[config.mk]
export PLATFORM = sky130hd
export DESIGN_NAME = uart_rx_fifo
export DESIGN_NICKNAME = d
export VERILOG_FILES = /design/src/rtl/uart_rx_pkg.sv /design/src/rtl/uart_rx_sync_fifo.sv /design/src/rtl/uart_rx_fifo.sv
export SDC_FILE = /design/constraint.sdc
export NUM_CORES = 1
export LEC_CHECK = 0
export ABC_AREA = 0
export CAP_MARGIN = 20
export CORE_MARGIN = 10
export CORE_UTILIZATION = 52
export CTS_BUF_LIST = sky130_fd_sc_hd__clkbuf_8 sky130_fd_sc_hd__clkbuf_16
export DETAILED_ROUTE_END_ITERATION = 7
export PLACE_DENSITY = 0.75
export RECOVER_POWER = 50
export SLEW_MARGIN = 20
export SYNTH_ARGS = -nofsm -noshare
export SYNTH_HDL_FRONTEND = slang
export SYNTH_SLANG_ARGS = --single-unit
[constraint.sdc]
create_clock -name cpu_clock -period 5.2 [get_ports cpu_clock]
set_clock_uncertainty 0.05 [all_clocks]
set_input_delay 1.56 -clock cpu_clock [delete_from_list [all_inputs] [get_ports cpu_clock]]
set_output_delay 1.56 -clock cpu_clock [all_outputs]
set_load 0.01 [all_outputs]
[src/rtl/uart_rx_pkg.sv]
// Shared types and helpers for the UART receiver: deframer states, parity modes
// and the bit-counter width function.
package uart_rx_pkg;

  typedef enum logic [2:0] {
    IDLE  = 3'd0,
    START = 3'd1,
    DATA  = 3'd2,
    PAR   = 3'd3,
    STOP  = 3'd4,
    BRK   = 3'd5
  } rx_state_e;

  localparam int PAR_NONE = 0;
  localparam int PAR_ODD  = 1;
  localparam int PAR_EVEN = 2;

  function automatic int cnt_width(input int div);
    return (div > 2) ? $clog2(div) : 1;
  endfunction

endpackage

[src/rtl/uart_rx_sync_fifo.sv]
// Synchronous FIFO with registered first-word-fall-through head; pointers carry
// one extra wrap bit so full and empty are told apart by the MSB.
module uart_rx_sync_fifo #(
  parameter int WIDTH = 10,
  parameter int DEPTH = 8
) (
  input  logic                     clk,
  input  logic                     rst,
  input  logic                     wr_en,
  input  logic [WIDTH-1:0]         wr_data,
  input  logic                     rd_en,
  output logic [WIDTH-1:0]         rd_data,
  output logic                     rd_valid,
  output logic                     full,
  output logic [$clog2(DEPTH):0]   level
);

  localparam int AW = $clog2(DEPTH);

  logic [WIDTH-1:0] mem_r [DEPTH];
  logic [AW:0]      wr_ptr_r, rd_ptr_r, wr_nxt_s, rd_nxt_s, level_r;
  logic [WIDTH-1:0] data_r;
  logic             valid_r, empty_s, full_s, push_s, pop_s;

  assign empty_s  = (wr_ptr_r == rd_ptr_r);
  assign full_s   = (wr_ptr_r[AW] != rd_ptr_r[AW]) && (wr_ptr_r[AW-1:0] == rd_ptr_r[AW-1:0]);
  assign pop_s    = rd_en && valid_r;
  assign push_s   = wr_en && (!full_s || pop_s);
  assign wr_nxt_s = wr_ptr_r + {{AW{1'b0}}, push_s};
  assign rd_nxt_s = rd_ptr_r + {{AW{1'b0}}, pop_s};

  assign rd_data  = data_r;
  assign rd_valid = valid_r;
  assign full     = full_s;
  assign level    = level_r;

  // Storage array.
  always_ff @(posedge clk or posedge rst) begin
    if (rst) begin
      for (int i = 0; i < DEPTH; i++) mem_r[i] <= {WIDTH{1'b0}};
    end else if (push_s) begin
      mem_r[wr_ptr_r[AW-1:0]] <= wr_data;
    end else begin
      mem_r[wr_ptr_r[AW-1:0]] <= mem_r[wr_ptr_r[AW-1:0]];
    end
  end

  // Pointers and registered head; a word written into an otherwise empty FIFO bypasses the array.
  always_ff @(posedge clk or posedge rst) begin
    if (rst) begin
      wr_ptr_r <= {(AW+1){1'b0}};
      rd_ptr_r <= {(AW+1){1'b0}};
      level_r  <= {(AW+1){1'b0}};
      valid_r  <= 1'b0;
      data_r   <= {WIDTH{1'b0}};
    end else begin
      wr_ptr_r <= wr_nxt_s;
      rd_ptr_r <= rd_nxt_s;
      level_r  <= wr_nxt_s - rd_nxt_s;
      valid_r  <= (wr_nxt_s != rd_nxt_s);
      data_r   <= (push_s && (rd_nxt_s == wr_ptr_r)) ? wr_data : mem_r[rd_nxt_s[AW-1:0]];
    end
  end

  logic unused_empty_s;
  assign unused_empty_s = empty_s;

endmodule

[src/rtl/uart_rx_fifo.sv]
// UART receiver: input synchroniser, start/data/parity/stop deframer and a receive FIFO.
// Optional break detection is built when UART_RX_BREAK_DET_EN is defined.
module uart_rx_fifo
  import uart_rx_pkg::*;
#(
  parameter int DIV         = 50,
  parameter int DATA_BITS   = 8,
  parameter int PARITY      = 0,
  parameter int FIFO_DEPTH  = 8,
  parameter int SYNC_STAGES = 2
) (
  input  logic                          cpu_clock,
  input  logic                          cpu_rst,
  input  logic                          rx_line,
  output logic [DATA_BITS-1:0]          rx_data,
  output logic                          rx_frame_err,
  output logic                          rx_parity_err,
  output logic                          rx_valid,
  input  logic                          rx_ready,
  output logic                          overflow,
  input  logic                          overflow_clr,
  output logic [$clog2(FIFO_DEPTH):0]   fifo_level,
  output logic                          busy
`ifdef UART_RX_BREAK_DET_EN
  ,
  output logic                          break_det
`endif
);

  localparam int CW = cnt_width(DIV);
  localparam int WW = DATA_BITS + 2;
`ifdef UART_RX_BREAK_DET_EN
  localparam bit BRK_EN = 1'b1;
`else
  localparam bit BRK_EN = 1'b0;
`endif

  logic [1:0]             rst_sync_r;
  logic                   rst_s;
  logic [SYNC_STAGES-1:0] sync_r;
  logic                   rx_s;
  rx_state_e              state_r, state_nxt_s;
  logic [CW-1:0]          cnt_r;
  logic [3:0]             bit_r;
  logic [DATA_BITS-1:0]   shift_r;
  logic                   par_err_r, par_bit_r, busy_r, ovf_r;
  logic                   samp_s, last_bit_s, brk_s, push_s, full_s;
  logic [WW-1:0]          head_s;

  function automatic logic par_bad(input logic [DATA_BITS-1:0] d, input logic p);
    return (^d ^ p) != (PARITY == PAR_ODD);
  endfunction

  // Reset asserts immediately and releases on a clock edge.
  always_ff @(posedge cpu_clock or posedge cpu_rst) begin
    if (cpu_rst) rst_sync_r <= 2'b11;
    else         rst_sync_r <= {rst_sync_r[0], 1'b0};
  end
  assign rst_s = rst_sync_r[1];

  always_ff @(posedge cpu_clock or posedge rst_s) begin
    if (rst_s) sync_r <= {SYNC_STAGES{1'b1}};
    else       sync_r <= {sync_r[SYNC_STAGES-2:0], rx_line};
  end
  assign rx_s = sync_r[SYNC_STAGES-1];

  assign samp_s     = (state_r == START) ? (cnt_r == CW'((DIV - 1) / 2)) : (cnt_r == CW'(DIV - 1));
  assign last_bit_s = (bit_r == 4'(DATA_BITS - 1));
  assign brk_s      = BRK_EN && (shift_r == {DATA_BITS{1'b0}}) && !par_bit_r && !rx_s;

  always_ff @(posedge cpu_clock or posedge rst_s) begin
    if (rst_s) state_r <= IDLE;
    else       state_r <= state_nxt_s;
  end

  always_comb begin
    state_nxt_s = state_r;
    case (state_r)
      IDLE:  if (!rx_s) state_nxt_s = START; else state_nxt_s = IDLE;
      START: if (samp_s) state_nxt_s = rx_s ? IDLE : DATA; else state_nxt_s = START;
      DATA:  if (samp_s && last_bit_s) state_nxt_s = (PARITY != PAR_NONE) ? PAR : STOP;
             else state_nxt_s = DATA;
      PAR:   if (samp_s) state_nxt_s = STOP; else state_nxt_s = PAR;
      STOP:  if (samp_s) state_nxt_s = brk_s ? BRK : IDLE; else state_nxt_s = STOP;
      BRK:   if (rx_s) state_nxt_s = IDLE; else state_nxt_s = BRK;
      default: state_nxt_s = IDLE;
    endcase
  end

  always_comb begin
    push_s = 1'b0;
    if (state_r == STOP && samp_s) push_s = !brk_s;
    else                           push_s = 1'b0;
  end

  // Bit timing and data capture; the counter restarts at every sample point.
  always_ff @(posedge cpu_clock or posedge rst_s) begin
    if (rst_s) begin
      cnt_r     <= {CW{1'b0}};
      bit_r     <= 4'd0;
      shift_r   <= {DATA_BITS{1'b0}};
      par_err_r <= 1'b0;
      par_bit_r <= 1'b0;
    end else begin
      case (state_r)
        IDLE: begin
          cnt_r     <= {CW{1'b0}};
          bit_r     <= 4'd0;
          par_err_r <= 1'b0;
          par_bit_r <= 1'b0;
        end
        DATA: begin
          cnt_r <= samp_s ? {CW{1'b0}} : cnt_r + 1'b1;
          if (samp_s) begin
            shift_r <= {rx_s, shift_r[DATA_BITS-1:1]};
            bit_r   <= bit_r + 4'd1;
          end
        end
        PAR: begin
          cnt_r <= samp_s ? {CW{1'b0}} : cnt_r + 1'b1;
          if (samp_s) begin
            par_bit_r <= rx_s;
            par_err_r <= par_bad(shift_r, rx_s);
          end
        end
        START, STOP: cnt_r <= samp_s ? {CW{1'b0}} : cnt_r + 1'b1;
        default: cnt_r <= {CW{1'b0}};
      endcase
    end
  end

  // Status flags; a new overflow wins over a simultaneous clear.
  always_ff @(posedge cpu_clock or posedge rst_s) begin
    if (rst_s) begin
      busy_r <= 1'b0;
      ovf_r  <= 1'b0;
    end else begin
      busy_r <= (state_nxt_s != IDLE);
      if (push_s && full_s && !(rx_valid && rx_ready)) ovf_r <= 1'b1;
      else if (overflow_clr)                          ovf_r <= 1'b0;
      else                                            ovf_r <= ovf_r;
    end
  end

`ifdef UART_RX_BREAK_DET_EN
  logic break_det_r;
  always_ff @(posedge cpu_clock or posedge rst_s) begin
    if (rst_s) break_det_r <= 1'b0;
    else       break_det_r <= (state_r == STOP) && samp_s && brk_s;
  end
  assign break_det = break_det_r;
`endif

  uart_rx_sync_fifo #(
    .WIDTH (WW),
    .DEPTH (FIFO_DEPTH)
  ) u_fifo (
    .clk      (cpu_clock),
    .rst      (rst_s),
    .wr_en    (push_s),
    .wr_data  ({shift_r, !rx_s, par_err_r}),
    .rd_en    (rx_ready),
    .rd_data  (head_s),
    .rd_valid (rx_valid),
    .full     (full_s),
    .level    (fifo_level)
  );

  assign rx_data       = head_s[WW-1:2];
  assign rx_frame_err  = head_s[1];
  assign rx_parity_err = head_s[0];
  assign overflow      = ovf_r;
  assign busy          = busy_r;

endmodule

* Yosys cells after proc, flatten, opt, wreduce, memory -nomap -nowiden
Cells that the tools add are included. W data, S select, Z words.
Cells by class: add/sub/neg operators 5, multipliers 0, div/mod/pow operators 0, $lt $le $gt $ge 3, eq/ne operators 14, shift-type cells 0, multiplexer cells 30, bitwise operators 3, reductions and logical operators 23
Operators with widths (number):
- $bwmux W80 | 2
- $mux W80 | 1
- $bmux W10 S3 | 2
- $mux W10 | 6
- $demux W10 S3 | 1
- $pmux W3 S6 | 1
- $mux W3 | 4
- $mux W6 | 2
- $logic_and A1 B1 Y1 | 9
- $add A4 B1 Y4 | 2
- $ge A4 B4 Y1 const B | 2
- $not A3 Y4 | 2
- $pmux W4 S2 | 1
- $reduce_xor A8 Y1 | 1
- $add A6 B1 Y6 const B | 1
- $eq A3 B2 Y1 const B | 2
- $eq A3 B3 Y1 const B | 2
- $eq A6 B5 Y1 const B | 1
- $eq A6 B6 Y1 const B | 1
- $mux W1 | 6
- $reduce_and A2 Y1 | 3
- $reduce_bool A2 Y1 | 3
- $add A4 B1 Y4 const B | 1
- $eq A4 B3 Y1 const B | 1
- other kinds (17) | 21
Storage, ports and cells: flip-flop bits (word level) 131, latch bits 0, memory bits (writable) 0, memory bits (read-only) 0, bits of input ports 5, output and inout bits 17, memories kept 0

* Longest topological paths before layout
word-level depth 7, gate-level depth with buffers 12

* Cells and area by module
From an unflattened synthesis, not the netlist that was laid out.
Unflattened totals: cell total of the unflattened synthesis 569, area, all modules 6732.7 um^2
By module, submodules not included:
- uart_rx_sync_fifo | instances 1, cells each 445, area an instance 5377.7 um^2, seq. area each 2577.5 um^2
- uart_rx_fifo | instances 1, cells each 124, area an instance 1355.0 um^2, seq. area each 705.7 um^2

* Least setup slack after synthesis
Ideal clock, no wire load.
kind input to register, start input port rx_ready, end register u_fifo.level_r[3] (netlist: u_fifo.level[3]), data arrival time 3.600 ns, data required time 5.070 ns, path slack 1.471 ns, cell stages on the path 10, path buffers 1, cell sequence nand2_1 -> and2_1 -> a211oi_4 -> buf_2 -> ha_1 -> xor2_1 -> ha_1 -> a21o_1 -> a21oi_1 -> xnor2_1
On the way: cells in the longest elaborated chain, start to end 5, elaborated cells on any way between the ends 6, classes of those cells 3 x add/sub; 3 x reduce/logical
Ends and longest elaborated chain:
- start, declared | line uart_rx_fifo.sv:19 | input logic rx_ready,
- $logic_and A1 B1 Y1 | line uart_rx_sync_fifo.sv:27 | assign pop_s = rd_en && valid_r;
- $logic_or A1 B1 Y1 | line uart_rx_sync_fifo.sv:28 | assign push_s = wr_en && (!full_s || pop_s);
- $logic_and A1 B1 Y1 | line uart_rx_sync_fifo.sv:28
- $add A4 B1 Y4 | line uart_rx_sync_fifo.sv:29 | assign wr_nxt_s = wr_ptr_r + {{AW{1'b0}}, push_s};
- net u_fifo.wr_nxt_s[1] | line uart_rx_sync_fifo.sv:21 | logic [AW:0] wr_ptr_r, rd_ptr_r, wr_nxt_s, rd_nxt_s, level_r;
- $sub A4 B4 Y4 | line uart_rx_sync_fifo.sv:59 | level_r <= wr_nxt_s - rd_nxt_s;
- end signal, assigned | line uart_rx_sync_fifo.sv:53 | level_r <= {(AW+1){1'b0}};
- end signal, assigned | line uart_rx_sync_fifo.sv:59
- end, declared | line uart_rx_sync_fifo.sv:21
The timed path passes the listed nets, and every way through them passes these cells. A chain may end at the register's enable or synchronous reset.

* Final worst setup path
start input port rx_ready, end register u_fifo.data_r[2] (netlist: u_fifo.rd_data[2])
On the way: cells in the longest elaborated chain, start to end 7, elaborated cells on any way between the ends 11, classes of those cells 1 x add/sub; 1 x eq/ne; 4 x mux; 1 x bitwise; 4 x reduce/logical
Ends and longest elaborated chain:
- $logic_and A1 B1 Y1 * | line uart_rx_sync_fifo.sv:27
- $add A4 B1 Y4 * | line uart_rx_sync_fifo.sv:30 | assign rd_nxt_s = rd_ptr_r + {{AW{1'b0}}, pop_s};
- net u_fifo.rd_nxt_s[0] | line uart_rx_sync_fifo.sv:21
- $not A3 Y4 (implied by the code) | line uart_rx_sync_fifo.sv:61 | data_r <= (push_s && (rd_nxt_s == wr_ptr_r)) ? wr_data : mem_r[rd_nxt_s[AW-1:0]];
- $bmux W10 S3 | line uart_rx_sync_fifo.sv:61
- $mux W10 (implied by the code) (2 in a row) | line uart_rx_sync_fifo.sv:61
- $mux W10 * | line uart_rx_sync_fifo.sv:61
- end signal, assigned | line uart_rx_sync_fifo.sv:55 | data_r <= {WIDTH{1'b0}};
- end signal, assigned | line uart_rx_sync_fifo.sv:61
- end, declared | line uart_rx_sync_fifo.sv:22 | logic [WIDTH-1:0] data_r;
The timed path passes the listed nets; every way through them passes the cells marked *. The select of a mux whose other input is x is not followed.

==> flow_metrics.py <==
metrics = {
    "cells_and_area": {
        "area_growth_pct": 12.3,
        "final_common_cell": "nand2_1",
        "diodes": 0,
        "drive_gt1_share_pct": 10.8,
        "layoutNonFillerInstCount": 917,
        "final_nets": 743,
        "fin_util_pct": 59.6,
        "layout_common_cells": "185 x nand2_1, 127 x dfrtp_1, 96 x o21ai_0",
    },
    "synth": {
        "syn-cell-area_um2": 6990,
        "synth_warnings": 0,
        "ys_top_cells_by_area": "dfrtp_1 45%, nand2_1 9.9%, mux4_2 7.7%",
        "ys_seq_area_share_pct": 46.9,
        "synth_ff_type": "dfrtp_1",
        "synth_nets": 732,
        "synthDistinctLibCells": 53,
        "syn_inst": 717,
        "synth_top_cell_by_area": "dfrtp_1",
        "ys_ff_latch": 131,
        "yosys.area.top_type_share_pct": 45.4,
        "synth_edf_count": 0,
        "syn_area_per_cell_um2": 9.75,
        "synthArstFlopShare_pct": 100,
    },
    "global_route": {
        "grt_pass1_wl_um": 30400,
        "grt_usage_pct": 21.1,
        "grt_pass1_vias": 5788,
        "grt_max_degree": 70,
        "antenna_found_initial": 0,
        "grt_overflow": 0,
    },
    "min_path": {
        "hold_path.startpoint": "rst_sync_r[0]",
        "min_path_type": "reg2reg",
    },
    "clocking": {
        "cts_resized": 0,
        "cts.sinks": 131,
        "cts_made_buffers": 17,
        "hold_buffers": 0,
        "cts_buffer_depth": 2,
        "cts_root_buf": "clkbuf_16",
        "cts_setup_buffers": 0,
        "htree_num_levels": 4,
        "cts_tree": "built",
        "path_clk_slew_ns": 0.05,
        "clock_latency_ns": 0.42,
    },
    "critical_path": {
        "path_max_fanout": 14,
        "critPathTopFamily": "adder cells",
        "worst_path_most_repeated_cell": "mux2i_1",
        "arrival_ns": 4.22,
        "path_buf_inv": 3,
        "crit_required_ns": 5.45,
        "startpoint": "rx_ready",
        "worstSetupPathType": "in2reg",
        "end_kind": "flop",
        "max_stage_delay_ns": 0.88,
        "timing.rr.start": "rst_sync_r[1]",
        "startpoint_type": "primary input",
        "cp_slowest_cell": "ha_1",
        "worstPathCellList": "clkdlybuf4s50_1 > nand2_1 > inv_1 > ha_1 > buf_4 > mux4_2 > mux2i_1 > mux2i_1",
    },
    "place": {
        "io_buffers": 21,
        "dp_hpwl_um": 12500,
        "place_congestion": 0.924,
        "dp.cells": 885,
    },
    "floorplanning": {
        "core_region_area_um2": 13200,
        "dieWidth_um": 136,
        "num_rows": 42,
        "die_h_um": 136,
        "pin_count": 22,
        "start_util_pct": 53.0,
        "dieArea_um2": 18500,
    },
    "drt": {
        "vias_per_cell": 6.30,
        "wl_per_cell_um": 20.7,
        "dr_total_vias": 5778,
        "drtIter0Drc": 660,
        "first_pass_iters": 5,
        "routed_wl_um": 19000,
        "drc": 0,
        "ant_nets": 0,
    },
    "timing": {
        "setup_tns_ns": 0,
        "rsz0062_at_grt": "no",
        "fmax_mhz": 252,
        "worst_pin_slew_ns": 3.03,
        "timing.final.crit_share_pct": 76.3,
        "slew_violations": 70,
        "setup-violations-final": 0,
        "final-hold-violation-count": 0,
        "finalCriticalPeriod_ns": 3.97,
        "timing.slew.headroom_pct": -103,
    },
    "pwr": {
        "pwr-share-clk_pct": 35.7,
        "intPower_w": 0.00217,
        "power_leakage_nw": 3.22,
        "swShare_pct": 30.8,
        "seq_power_share_pct": 37.7,
        "p_sw_w": 0.000968,
        "power_density_nw_per_um2": 400,
        "combPwrFrac_pct": 26.7,
        "vdd_drop_max_uv": 248,
    },
    "flow_run": {
        "max_cap_violations": 1,
    },
    "run_status": {
        "violations": "capacitance limit, slew limit",
        "status": "finished with violations",
    },
}
==> cells by family (layout without fill, tap and decap cells) <==
group	Yosys count	after routing	share of synthesized area, %
and+or+nand+nor	277	277	17.6
AOI/OAI and AO/OA	147	147	12.8
DFF	131	131	46.9
muxes	63	63	13.5
buffers and inverters	60	84	3.74
xor gates and xnor gates	28	28	3.51
adders and majority gates	10	10	1.90
other	1	1	0.0536
==> power groups by stage <==
stage / combinational, W / clock [W] / sequential [W]
finish: 0.000838 / 0.00112 / 0.00118
global route: 0.000908 / 0.00117 / 0.00119
CTS: 0.000847 / 0.00113 / 0.00119
detailed placement: 0.000843 / 0 / 0.00120
global placement: 0.000807 / 0 / 0.00120
floorplan: 0.000635 / 0 / 0.00119
==> final timing paths <==
| kind | slack, ns | endpoint | depth (start not counted) |
|---|---|---|---|
| worst max-delay path | 1.23 | u_fifo.rd_data[2] | 8 |
| worst min-delay path | 0.31 | rst_sync_r[1] | 0 |
| worst max register to register | 1.56 | u_fifo.mem_r[8] | 2 |
| worst min register to register | 0.31 | rst_sync_r[1] | 0 |
| max in group asynchronous | 1.56 | u_fifo.mem_r[8] | 2 |
| min in group asynchronous | 1.07 | state_r[0] | 1 |
==> per-layer routing <==
metal	wire, µm	global-route usage, %	vias up
li1	-	-	2534
met1	7220	25.2	2810
met2	9170	33.4	364
met3	1890	6.79	70
met4	748	11.4	0
met5	0	0	-
==> worst reg2reg max path: stages (launching register included) <==
cell and delay (ns):
dfstp_2 0.36, clkinvlp_2 1.70, clkbuf_2 1.35
==> sequential cells by signal, summed over array words and instances (netlist names), 4 cells and up <==
name and cells:
u_fifo.wr_ptr_r 4, shift_r 8, cnt_r 6, u_fifo.mem_r 80, u_fifo.rd_data 10, u_fifo.level 4
bit_r 4, u_fifo.rd_ptr_r 4
==> cell type report <==
class	instances	area (µm²)
clock buffer	21	480
inverter	22	83.8
tap	176	220
multi-input combinational	526	3440
timing repair buffer	30	275
fill	1061	5340
clock inverter	11	73.8
sequential	131	3280
==> stage by stage <==
step / instance area (µm²) / hold WS, ns / power, W / setup slack, ns
global route: 7860 / 0.314 / 0.00328 / 0.843
finish: 7860 / 0.311 / 0.00314 / 1.23
global placement: 7320 / 0.296 / 0.00201 / 0.958
floorplan: 6990 / 0.295 / 0.00182 / 1.38
CTS: 7880 / 0.313 / 0.00316 / 1.28
detailed placement: 7320 / 0.304 / 0.00205 / 0.851
==> Yosys cell counts (all sizes together) (8+ instances only) <==
cell     instances
ha               9
and2             8
inv             22
o2111ai         10
nor3             9
nand3           19
nand2          185
mux2            11
buf             17
dfrtp          127
o21ai           96
a221oi          10
clkbuf          21
nor2            22
xnor2           21
mux2i           28
nor2b            8
mux4            24
(Power assumes the default switching activity.)
